===== config.mk =====
export PLATFORM = sky130hd
export DESIGN_NAME = pc_select_reg
export DESIGN_NICKNAME = d
export VERILOG_FILES = /design/src/rtl/pc_select_reg.sv
export SDC_FILE = /design/constraint.sdc
export NUM_CORES = 1
export LEC_CHECK = 0
export ABC_AREA = 1
export ABC_CLOCK_PERIOD_IN_PS = 2500
export CAP_MARGIN = 20
export CORE_ASPECT_RATIO = 0.9
export CORE_MARGIN = 4
export CORE_UTILIZATION = 40
export DETAILED_ROUTE_END_ITERATION = 6
export DONT_BUFFER_PORTS = 1
export MAX_ROUTING_LAYER = met4
export SLEW_MARGIN = 30
export SYNTH_ARGS = -nofsm -noshare
export SYNTH_HDL_FRONTEND = slang
export SYNTH_SLANG_ARGS = --single-unit

===== constraint.sdc =====
create_clock -name i_clk -period 2.5 [get_ports i_clk]
set_input_delay 0.5 -clock i_clk [delete_from_list [all_inputs] [get_ports i_clk]]
set_output_delay 0.5 -clock i_clk [all_outputs]
set_load 0.01 [all_outputs]

===== src/rtl/pc_select_reg.sv =====
`default_nettype none
// ============================================================================
// Module      : pc_select_reg
// Description : Registered program-counter source selector for the IF stage.
//               Picks the next PC from NUM_SRC candidates using fixed-priority
//               redirect requests. The highest index wins. Source 0 is the
//               sequential path. Holds on stall or when disabled. A redirect
//               seen during a stall is captured and applied on release.
// Revision    : 1.0 - initial release
// ============================================================================
module pc_select_reg #(
    parameter int                    PC_SIZE  = 32,
    parameter int                    NUM_SRC  = 4,
    parameter int                    SEL_SIZE = $clog2(NUM_SRC),
    parameter logic [PC_SIZE-1:0]    RESET_PC = '0
) (
    input  logic                        i_clk,
    input  logic                        i_reset,
    input  logic                        i_enable,
    input  logic                        i_stall,
    input  logic [NUM_SRC-1:0]          i_req,
    input  logic [NUM_SRC*PC_SIZE-1:0]  i_src,
    output logic [PC_SIZE-1:0]          o_pc,
    output logic [SEL_SIZE-1:0]         o_sel,
    output logic                        o_pending,
    output logic                        o_redirect
);

    logic [PC_SIZE-1:0]  r_pc;
    logic [SEL_SIZE-1:0] r_sel;
    logic                r_redirect;
    logic                r_pending;
    logic [PC_SIZE-1:0]  r_pend_pc;
    logic [SEL_SIZE-1:0] r_pend_idx;

    logic                w_live_valid;
    logic [SEL_SIZE-1:0] w_live_idx;
    logic [PC_SIZE-1:0]  w_live_pc;
    logic                w_update;
    logic                w_use_pend;
    logic                w_capture;
    logic [SEL_SIZE-1:0] w_cand_idx;
    logic [PC_SIZE-1:0]  w_cand_pc;

    // Live winner: highest requesting index >= 1. Bit 0 of i_req is ignored,
    // so with no request the winner falls back to the sequential source 0.
    always_comb begin
        w_live_valid = 1'b0;
        w_live_idx   = '0;
        w_live_pc    = i_src[0 +: PC_SIZE];
        for (int k = 1; k < NUM_SRC; k++) begin
            if (i_req[k]) begin
                w_live_valid = 1'b1;
                w_live_idx   = SEL_SIZE'(k);
                w_live_pc    = i_src[k*PC_SIZE +: PC_SIZE];
            end
        end
    end

    // Arbitration between the live winner and the captured entry. A tie goes
    // to the live request so that a fresh target value replaces a stale one.
    always_comb begin
        w_update   = i_enable & ~i_stall;
        w_use_pend = r_pending & (r_pend_idx > w_live_idx);
        w_cand_idx = w_use_pend ? r_pend_idx : w_live_idx;
        w_cand_pc  = w_use_pend ? r_pend_pc  : w_live_pc;
        w_capture  = i_enable & i_stall & w_live_valid &
                     (~r_pending | (w_live_idx >= r_pend_idx));
    end

    // State update. o_redirect is a pulse that is cleared by default and set
    // only by a redirecting update. Disabled cycles freeze everything else.
    always_ff @(posedge i_clk) begin
        if (i_reset) begin
            r_pc       <= RESET_PC;
            r_sel      <= '0;
            r_redirect <= 1'b0;
            r_pending  <= 1'b0;
            r_pend_pc  <= '0;
            r_pend_idx <= '0;
        end else begin
            r_redirect <= 1'b0;
            if (w_update) begin
                r_pc       <= w_cand_pc;
                r_sel      <= w_cand_idx;
                r_redirect <= (w_cand_idx != '0);
                r_pending  <= 1'b0;
            end else if (w_capture) begin
                r_pending  <= 1'b1;
                r_pend_pc  <= w_live_pc;
                r_pend_idx <= w_live_idx;
            end
        end
    end

    assign o_pc       = r_pc;
    assign o_sel      = r_sel;
    assign o_pending  = r_pending;
    assign o_redirect = r_redirect;

endmodule
`default_nettype wire


# After elaboration in Yosys (flattened, before gate mapping)
# Index checks and enable logic that the tools add are counted.
# word_totals
regBits,70
input_bits,136
wordCells,32
# classes
n_lt_le_gt_ge,2
mux,11
bitwise,9
reduce_logical,4
# op_table
operator,n
32-bit 2-to-1 mux,4
2-bit 2-to-1 mux,3
1-bit bitwise AND,5
1-bit 2-to-1 mux,4
2-bit OR reduction,2
1-bit inverter,3
2-bit greater-or-equal comparator,1
2-bit > comparator,1
2-bit AND reduction,1
2-bit nonzero test,1
1-bit bitwise OR,1

# Longest topological paths before layout
# depth
depth_word,7
ltp_mapped,13
mapped_depth_nobuf,11

# Worst setup path after synthesis
# OpenSTA, ideal clock, no wires.
# synth_timing
kind,input -> register
startpoint,input i_req[2]
endpoint,"register r_pc[11], in the netlist o_pc[11]"
setup_ns,0.112
t_arrival_ns,2.178
required_ns,2.388
path_slack_ns,0.210
cell_stages,12
path_cell_list,buf_2 nor2_4 buf_2 inv_1 ha_1 nand2_1 nand2_1 buf_2 clkbuf_1 nand3_1 nand2_1 nand2_1
# synth_between
elab_chain_cells,5
# synth_lines
item,line_no,text
"start, declared",21,"input logic [NUM_SRC-1:0] i_req,"
2-bit 2-to-1 mux (2 in a row),52,if (i_req[k]) begin
via w_live_idx[1],37,logic [SEL_SIZE-1:0] w_live_idx;
2-bit > comparator,64,w_use_pend = r_pending & (r_pend_idx > w_live_idx);
1-bit bitwise AND,64,
32-bit 2-to-1 mux,66,w_cand_pc = w_use_pend ? r_pend_pc : w_live_pc;
"end signal, assigned",84,r_pc <= w_cand_pc;
"end, declared",29,logic [PC_SIZE-1:0] r_pc;
# The timed path passes the listed nets, and every way through them passes these cells.
# A chain may end at the register's enable or synchronous reset.

# Final worst setup path
# layout_timing
startpoint,input i_req[1]
endpoint,register r_pend_pc[17]
# layout_between
elab_chain_cells,7
# layout_lines
item,line_no,text
1-bit 2-to-1 mux,52,
2-bit 2-to-1 mux (2 in a row),52,
2-bit greater-or-equal comparator,68,(~r_pending | (w_live_idx >= r_pend_idx));
1-bit bitwise OR,68,
1-bit bitwise AND,67,w_capture = i_enable & i_stall & w_live_valid &
2-bit AND reduction (no source line),--,
"end signal, assigned",90,r_pend_pc <= w_live_pc;
"end, declared",33,logic [PC_SIZE-1:0] r_pend_pc;
# Parallel ways exist; a longest one is shown, timed or not.

==> results.md <==
* Setup TNS at 0 ns
* Global placement routability congestion at 0.800
* Synth top area share at 0.315
* Area added between synthesis and finish at 7.63%
* IO buf count at 0
* Total number of H-tree levels at 3
* Total CTS buffers at 9
* Data required, critical path at 2.72 ns
* Cells along the critical path: inv_1 -> nor2_1 -> nor2_1 -> ha_1 -> nand2_1 -> nand3_1 -> nand2_2 -> buf_4 -> nand2_1 -> nand2_1 -> nor2_1
* Sum of routed wire length over all layers at 11400 um
* Power, Total at 2.84 mW
* Clock-pin slew on the worst setup and hold paths at 0.06 ns
* Syn Nets at 904
* Top cells by area in the synthesized netlist: sky130_fd_sc_hd__dfxtp_1 32%, sky130_fd_sc_hd__nand2_1 26%, sky130_fd_sc_hd__inv_1 8.7%, sky130_fd_sc_hd__nand3_1 7.7%, sky130_fd_sc_hd__nor2_1 5.9%
* Number of placed I/O pins at 172
* CTS hold repair buffers at 0
* Number of nets at the end of the flow at 879
* IR Drop Worst-Case VDD at 0.262 mV
* Root Driver: sky130_fd_sc_hd__clkbuf_16
* Number of antenna violations at the first check in global routing at 0
* Pin count of the biggest net entering global routing at 67
* Minimum hold slack at 0.443 ns
* Max Cap Viol at 0
* Count of filler cells inserted in the layout at 1160
* Clock latency of the later-clocked register in the worst-skew pair at 0.33 ns
* Post-synthesis cell type count at 18
* Routed length per placed instance at 12.7 um
* Setup repair after global routing missed its margin: no
* Adder-cell share of the synthesized area at 0.00563
* Number of clock sinks seen by CTS at 70
* Cell area after synthesis at 4440 um2
* Yosys warning count at 0
* Highest Clock Rate at 0.544 GHz
* Standard-cell row count at 36
* Period utilisation layout at 0.736
* Area share of and/or/nand/nor cells after synthesis at 0.440
* Count of antenna-violating nets left after detailed routing at 0
* Arrival time worst endpoint at 2.06 ns
* Xor-xnor portion of the synthesized cell area at 0
* Worst slew margin relative to its limit at 0.718
* Global-route congestion overflow total at 0
* Post-synthesis sequential area ratio at 0.315
* Number of max-slew violations in the final report at 0
* Synthesized-area fraction occupied by ao, oa, aoi and oai cells at 0.101
* CTS resizes at 0
* #FFs+latches synth at 70
* Worst-margin pin slew at 0.423 ns
* Static leakage at 2.70 nW
* Wire length of the first global-routing pass at 18900 um
* Total half-perimeter wirelength after legalization and detailed placement at 7770 um
* Type of destination of the critical path: flip-flop
* Library cell contributing the largest single delay on the critical path: sky130_fd_sc_hd__buf_4
* Die W at 119 um
* TritonCTS clock tree: built
* Vertical extent of the die at 108 um
* Remaining design rule violation count at 0
* Post-synthesis instance total at 766
* Number of post-CTS setup repair buffers at 0
* Average cell area after synthesis at 5.80 um2
* Effective utilization at floorplan at 0.409
* Ratio of cells with drive above 1 in the final layout at 0.0792
* Number of antenna cells inserted at 0
* Kind of critical path: in -> reg
* Cell type with the highest aggregate area in the netlist: sky130_fd_sc_hd__dfxtp_1
* Total vias in the final route at 4315
* Classification of the worst-slack hold path: in -> reg
* Min Tclk post-route at 1.84 ns
* Via count of the first global-routing pass at 4012
* Run status: finished clean
* Final hold violations at 0
* Detailed router's first-iteration violation count at 186
* Area of placed instances at 4510 um2
* Max incr delay on CP at 0.35 ns
* Crit-path max FO at 65
* Final instance area at 4780 um2
* Largest family of logic cells by synthesized area: simple AND/OR/NAND/NOR gates
* Final Skew at 0.00833 ns
* Crit path launch type: input pin
* Via/cell ratio at 4.81
* Final count of negative-setup-slack endpoints at 0
* Core region area at 10900 um2
* Power density relative to cell area at 594 nW/um2
* First-pass iteration count of the detailed router at 5
* Gr usage total at 0.184
* Bufs on Longest Clock Path at 2
* Multiplexer share of the synthesized area at 0
* Area enclosed by the die boundary at 12900 um2
-- path summary, 6_finish.rpt --
check / slack, ns / cells after the start / startpoint / end
setup reg to reg: 0.66 / 9 / r_pend_idx[1] / r_pend_pc[17]
hold reg to reg: 0.50 / 2 / o_pc[28] / o_pc[28]
setup / recovery: 0.66 / 11 / i_req[1] / r_pend_pc[17]
hold / removal: 0.44 / 3 / i_reset / o_pending
-- per-stage QoR --
stage,setup slack [ns],cells,utilization
2_1_floorplan,0.210,766,-
3_3_place_gp,0.438,882,0.415
3_5_place_dp,0.351,882,0.415
4_1_cts,0.671,897,0.441
5_1_grt,0.399,897,0.441
6_report,0.660,897,0.441
-- per-layer routing --
metal	track usage	vias up	part of all wire
li1	-	2255	-
met1	0.229	1929	0.47
met2	0.298	120	0.45
met3	0.0418	11	0.065
met4	0.0562	0	0.012
met5	-	-	0
-- area by class of cell --
| type | instances | area, um2 | share of cell area |
|---|---|---|---|
| clock buffer | 12 | 256 | 0.0536 |
| clock inverter | 3 | 20.0 | 0.00419 |
| inverter | 105 | 394 | 0.0824 |
| multi-input combinational | 547 | 2430 | 0.509 |
| sequential | 70 | 1400 | 0.293 |
| tap | 152 | 190 | 0.0398 |
| timing repair buffer | 8 | 85.1 | 0.0178 |
-- cell families after synthesis --
group | Yosys count
DFF | 70
buffers and inverters | 149
and+or+nand+nor | 474
AOI/OAI and AO/OA | 71
adders and majority gates | 2
-- power by group --
part / internal [mW] / leakage [nW] / switching, mW / total, mW
logic: 0.168 / 1.99 / 0.244 / 0.412
registers: 1.19 / 0.574 / 0.0576 / 1.25
clock network: 0.718 / 0.131 / 0.463 / 1.18
total: 2.08 / 2.70 / 0.764 / 2.84
-- synth_stat cells --
| cell | count |
|---|---|
| sky130_fd_sc_hd__inv_1 | 103 |
| sky130_fd_sc_hd__buf_2 | 14 |
| sky130_fd_sc_hd__ha_1 | 2 |
| sky130_fd_sc_hd__clkinv_1 | 2 |
| sky130_fd_sc_hd__or2_2 | 32 |
| sky130_fd_sc_hd__nand2_1 | 302 |
| sky130_fd_sc_hd__buf_6 | 3 |
| sky130_fd_sc_hd__o21a_1 | 32 |
| sky130_fd_sc_hd__buf_4 | 4 |
| sky130_fd_sc_hd__o21ai_0 | 35 |
| sky130_fd_sc_hd__nor2_1 | 70 |
| sky130_fd_sc_hd__a21oi_4 | 1 |
| sky130_fd_sc_hd__dfxtp_1 | 70 |
| sky130_fd_sc_hd__nand3b_1 | 1 |
| sky130_fd_sc_hd__nand3_1 | 68 |
| sky130_fd_sc_hd__a21oi_1 | 3 |
| sky130_fd_sc_hd__clkbuf_1 | 23 |
| sky130_fd_sc_hd__nor2_4 | 1 |
-- state kept, by name (all words and copies together), names as in the netlist --
signal,flops
r_pend_pc,32
o_pending,1
r_pend_idx,2
o_pc,32
o_sel,2
o_redirect,1
-- critical path, delay by kind of cell --
family | cells | cell delay (ns)
adder cells (fa/ha/maj) | 1 | 0.27
AND/OR/NAND/NOR | 8 | 0.82
buffers and inverters | 2 | 0.44
-- layout by cell type (no fill, tap or decap), drive strengths merged --
master	synthesis	layout
nand2	302	302
inv	103	103
nor2	71	71
dfxtp	70	70
nand3	68	68
o21ai	35	35
o21a	32	32
or2	32	32
clkbuf	23	12
buf	21	8
a21oi	4	4
clkinv	2	3
ha	2	2
clkinvlp	0	2
nand3b	1	1
Power figures use the tool's default switching activity.
